### config.mk
export PLATFORM = sky130hd
export DESIGN_NAME = sha256_message_schedule
export DESIGN_NICKNAME = d
export VERILOG_FILES = /design/src/rtl/sha256_pkg.sv /design/src/rtl/sha256_w_expand.sv /design/src/rtl/sha256_message_schedule.sv
export SDC_FILE = /design/constraint.sdc
export NUM_CORES = 1
export LEC_CHECK = 0
export ABC_CLOCK_PERIOD_IN_PS = 10300
export BUFFER_PORTS_ARGS = -buffer_cell sky130_fd_sc_hd__clkbuf_2
export CAP_MARGIN = 20
export CORE_ASPECT_RATIO = 2
export CORE_UTILIZATION = 40
export CTS_BUF_LIST = sky130_fd_sc_hd__clkbuf_2 sky130_fd_sc_hd__clkbuf_4 sky130_fd_sc_hd__clkbuf_8
export DETAILED_ROUTE_END_ITERATION = 12
export GPL_ROUTABILITY_DRIVEN = 0
export GPL_TIMING_DRIVEN = 0
export SLEW_MARGIN = 20
export SYNTH_ARGS = -nofsm -noshare
export SYNTH_HDL_FRONTEND = slang
export SYNTH_SLANG_ARGS = --single-unit
### constraint.sdc
create_clock -name clk -period 10.3 [get_ports clk]
set_input_delay 2.06 -clock clk [delete_from_list [all_inputs] [get_ports clk]]
set_output_delay 2.06 -clock clk [all_outputs]
set_load 0.05 [all_outputs]
### src/rtl/sha256_pkg.sv
// Shared SHA-256 constants, FSM state type and the small sigma helpers
// used by both the message schedule and the round engine.
package sha256_pkg;

  localparam int SHA256_WORD_W = 32;
  localparam int SHA256_ROUNDS = 64;
  localparam int SHA256_IDX_W  = 6;

  typedef logic [SHA256_WORD_W-1:0] word_t;

  typedef enum logic {
    IDLE = 1'b0,
    EMIT = 1'b1
  } sched_state_e;

  function automatic word_t rotr(input word_t x, input int unsigned n);
    return (x >> n) | (x << (SHA256_WORD_W - n));
  endfunction

  function automatic word_t sig0(input word_t x);
    return rotr(x, 7) ^ rotr(x, 18) ^ (x >> 3);
  endfunction

  function automatic word_t sig1(input word_t x);
    return rotr(x, 17) ^ rotr(x, 19) ^ (x >> 10);
  endfunction

endpackage

### src/rtl/sha256_w_expand.sv
// Combinational schedule expansion:
// W[t] = sig1(W[t-2]) + W[t-7] + sig0(W[t-15]) + W[t-16] (mod 2^32).
module sha256_w_expand
  import sha256_pkg::*;
(
  input  word_t w_t2,
  input  word_t w_t7,
  input  word_t w_t15,
  input  word_t w_t16,
  output word_t w_t
);

  assign w_t = sig1(w_t2) + w_t7 + sig0(w_t15) + w_t16;

endmodule

### src/rtl/sha256_message_schedule.sv
// SHA-256 message schedule: takes one padded 512-bit block and streams W[0..63].
// Optional consumer back-pressure (w_ready port) is enabled by SHA256_W_READY_EN.
//
// state | meaning
// IDLE  | waiting for a block, block_ready high
// EMIT  | streaming W[w_idx], w_valid high until the t=63 beat is taken
module sha256_message_schedule
  import sha256_pkg::*;
(
  input  logic         clk,
  input  logic         rst,
  input  logic [511:0] block_in,
  input  logic         block_valid,
  output logic         block_ready,
  output logic [31:0]  w_out,
  output logic         w_valid,
  output logic [5:0]   w_idx,
  output logic         sched_done
`ifdef SHA256_W_READY_EN
  ,
  input  logic         w_ready
`endif
);

  localparam logic [SHA256_IDX_W-1:0] LAST_IDX = SHA256_IDX_W'(SHA256_ROUNDS - 1);

  sched_state_e state, state_nxt;
  word_t        window [16];
  word_t        w_new;
  logic         accept;
  logic         beat_acc;
  logic         last_beat;

  assign accept = block_valid & block_ready;

`ifdef SHA256_W_READY_EN
  assign beat_acc = w_valid & w_ready;
`else
  assign beat_acc = w_valid;
`endif

  assign last_beat = beat_acc && (w_idx == LAST_IDX);

  always_ff @(posedge clk) begin
    if (rst) state <= IDLE;
    else     state <= state_nxt;
  end

  always_comb begin
    state_nxt   = state;
    block_ready = 1'b0;
    w_valid     = 1'b0;
    sched_done  = 1'b0;
    case (state)
      IDLE: begin
        block_ready = 1'b1;
        if (accept) state_nxt = EMIT;
      end
      EMIT: begin
        w_valid    = 1'b1;
        sched_done = (w_idx == LAST_IDX);
        if (last_beat) state_nxt = IDLE;
      end
      default: state_nxt = IDLE;
    endcase
  end

  // Once W[15] is on the output, window[0..15] holds W[t-15..t], so the
  // taps for W[t+1] sit at fixed positions.
  sha256_w_expand u_expand (
    .w_t2  (window[14]),
    .w_t7  (window[9]),
    .w_t15 (window[1]),
    .w_t16 (window[0]),
    .w_t   (w_new)
  );

  always_ff @(posedge clk) begin
    if (rst) begin
      for (int i = 0; i < 16; i++) window[i] <= '0;
      w_out <= '0;
      w_idx <= '0;
    end else if (accept) begin
      for (int i = 0; i < 16; i++) window[i] <= block_in[511 - 32*i -: 32];
      w_out <= block_in[511:480];
      w_idx <= '0;
    end else if (beat_acc && !last_beat) begin
      w_idx <= w_idx + 6'd1;
      if (w_idx < 6'd15) begin
        w_out <= window[w_idx[3:0] + 4'd1];
      end else begin
        w_out <= w_new;
        for (int i = 0; i < 15; i++) window[i] <= window[i+1];
        window[15] <= w_new;
      end
    end
  end

endmodule
==> results by group <==
Outcome
  – Status: completed

Synthesis
  – Post-Synthesis Cells: approximately 2,600
  – Async SR Flop Fraction: 0
  – Most frequent cells after synthesis: 512 x edfxtp_1, 420 x nand2_1, 323 x a22o_1
  – Mean Syn Cell Area: around 12 µm²
  – Post-synthesis sequential area ratio: 0.5125
  – Synthesized Nets: 3,176
  – Yosys top cell by area: edfxtp_1
  – Post-synth top area share: 0.4877
  – Synth Flop Type: edfxtp_1
  – Main area contributors after synthesis: edfxtp_1 49%, mux4_2 10%, a22o_1 9.0%, nand2_1 5.0%, fa_1 3.9%
  – Post-synth EDFFs: 512
  – Seq cells post-synth: approximately 550
  – Cell Area, Synth: between 30,000 and 40,000 µm²
  – Most frequent cell after synthesis: edfxtp_1
  – Synth cell types: 68
  – Warnings, synthesis: 0

Hold path
  – Hold Path Stages: 2
  – Worst Hold Class: reg -> reg

Global routing
  – Initial antenna violation count: 20
  – Vias in the first global route: ~28,000
  – Total track usage: 0.3944
  – First-pass GRT wire length: 215.8 mm
  – Largest net degree at the start of global routing: 58
  – Total congestion overflow: 0

Timing
  – Slew @ Worst Pin: approximately 1.4 ns
  – Final setup viols: 0
  – RSZ-0062 raised after global routing: no
  – Worst Slack Setup Final: approximately 4.4 ns
  – Final hold violations: 0
  – Post-route clock period utilization: 0.5728
  – Final Skew: 0.05027 ns
  – Setup TNS Final: 0 ns
  – Slew headroom: 0.05196
  – Max Clock Freq: 0.1695 GHz
  – Max Transition Viols Final: 0
  – Tmin final: 5.900 ns

Placed design
  – Dpl hpwl: 126.8 mm
  – Dpl cells: 4,159
  – Port Buffers: about 560
  – Placed instance area: 35,840 µm²
  – Setup WS pre-CTS: 4.618 ns

Routing
  – DR WL/cell: 36.67 µm
  – DRT Wirelength: 158.9 mm
  – Vias: 28,020
  – Antenna viol nets, final: 0
  – Mean number of vias per cell: 6.465
  – DRC: 0
  – Detailed router's first-iteration violation count: 4,267
  – DR pass1 iterations: 8

Clocking
  – Clk sinks: ~550
  – # Post-CTS Setup Buffers: 0
  – Clock Latency Late Sink: approximately 0.81 ns
  – CTS resizes: 0
  – Total CTS buffers: 84
  – CTS tree: yes
  – Clock buffer depth: 3
  – Hold buffers post-CTS: 0
  – Htree depth: 3
  – CTS root buf: clkbuf_8
  – Clk slew on worst S/H paths: about 0.080 ns

Layout
  – Final instance area: 37,630 µm²
  – Final net count: between 3,000 and 4,000
  – Area grow syn2layout: 19.37%
  – Post-Layout Cell Count: about 4,300
  – Share of layout cells above drive strength 1: 0.2948
  – Fill count: 7,223

Floorplan
  – Chip width: 200.5 µm
  – I/O pin total: 556
  – Core ar.: 78,010 µm²
  – Die ar.: 80,010 µm²
  – Initial Util: 0.4041
  – Row count: ~150
  – Die Y: 399.0 µm

Critical path
  – CP max stage cell: edfxtp_1
  – CP Max Fanout: 5
  – Startpoint types: flip-flop
  – CP Capture Type: flip-flop
  – WP data required: 10.76 ns
  – CP peak stage delay: 0.87 ns
  – Crit path DAT: 6.36 ns
  – Critical path cell sequence: xnor2_1 > xnor2_1 > fa_1 > inv_1 > fa_1 > inv_1 > ha_1 > inv_1 > fa_1 > nand2b_1 > a211oi_2 > o2111ai_1 > a211oi_2 > o21ai_0 > a21boi_0 > o31ai_1
  – Crit path kind: reg -> reg
  – FF-to-FF path depth: 16

Power
  – Power Density: 206.5 nW/µm²
  – P_leak: 15.49 nW
  – Tot Pwr: ~0.0078 W
  – Peak supply drop: approximately 0.13 mV

Run
  – Max Cap Viol: 0
-- cell families (layout without fill, tap and decap cells) --
group | Yosys count | after routing | synth area share
AO/OA/AOI/OAI | 729 | 729 | 0.1685
AND/OR/NAND/NOR | 548 | 548 | 0.07120
XOR/XNOR | 141 | 141 | 0.03977
buffers and inverters | 340 | 1060 | 0.04596
adder cells (fa/ha/maj) | 94 | 94 | 0.05207
multiplexers | 164 | 164 | 0.1101
flip-flops | 551 | 551 | 0.5125
other | 0 | 18 | 0
-- routing by layer --
metal  track usage  vias to the layer above  share of wire
met5      0.001211                        -        0.00031
met4        0.3601                        8           0.11
met3        0.1339                      694           0.13
met2        0.6114                     2599           0.45
met1        0.4266                    13660           0.32
li1              -                    11060              -
-- final cells by class --
| class | count | area [µm²] | share of cell area |
|---|---|---|---|
| clock buffer | 113 | 1399 | 0.03717 |
| clock inverter | 43 | 322.8 | 0.008578 |
| timing repair buffer | 564 | 3013 | 0.08006 |
| sequential | 551 | 16160 | 0.4293 |
| antenna | 18 | 45.04 | 0.001197 |
| multi-input combinational | 1676 | 13950 | 0.3707 |
| inverter | 144 | 540.5 | 0.01436 |
| tap | 1029 | 1287 | 0.03421 |
| buffer | 196 | 917.1 | 0.02437 |
-- metrics by stage --
| stage | util | hold WS [ns] |
|---|---|---|
| floorplan | - | 0.5385 |
| global placement | 0.4562 | 0.4943 |
| global route | 0.4820 | 0.5291 |
| CTS | 0.4815 | 0.5193 |
| finish | 0.4824 | 0.5254 |
| detailed placement | 0.4594 | 0.5043 |
-- registers in the layout, indices dropped and copies added, names as in the netlist --
| signal | count |
|---|---|
| window | 512 |
| w_out | 32 |
| w_idx | 6 |
| state | 1 |
-- cell usage in the layout, fill, tap and decap left out, types with 88 or more instances in the layout --
master	n
clkbuf_8	88
a22o_1	323
nand2_1	417
a21oi_1	236
mux4_2	146
inv_1	144
edfxtp_1	512
clkbuf_2	563
xnor2_1	119
clkbuf_1	94
-- power by group --
| part | total (W) | internal (W) | switching [W] |
|---|---|---|---|
| Clock | 0.00198 | 0.000991 | 0.000991 |
| Sequential | 0.00287 | 0.00266 | 0.000209 |
| Combinational | 0.00292 | 0.000987 | 0.00193 |
-- path summary, 6_finish.rpt --
kind / from / to / slack [ns]
setup / recovery: window[1][19] / window[15][29] / 4.40
hold / removal: w_out[0] / w_out[0] / 0.53
setup reg to reg: window[1][19] / window[15][29] / 4.40
hold reg to reg: w_out[0] / w_out[0] / 0.53
-- worst max-delay path, delay by kind of cell (launching register included) --
kind,cells,cell delay [ns]
flops,1,0.87
fa+ha+maj,4,1.59
simple gates,1,0.21
buf+inv,3,0.20
compound gates,6,2.30
xor+xnor,2,0.36
No activity file was read; power rests on OpenSTA's default activity.
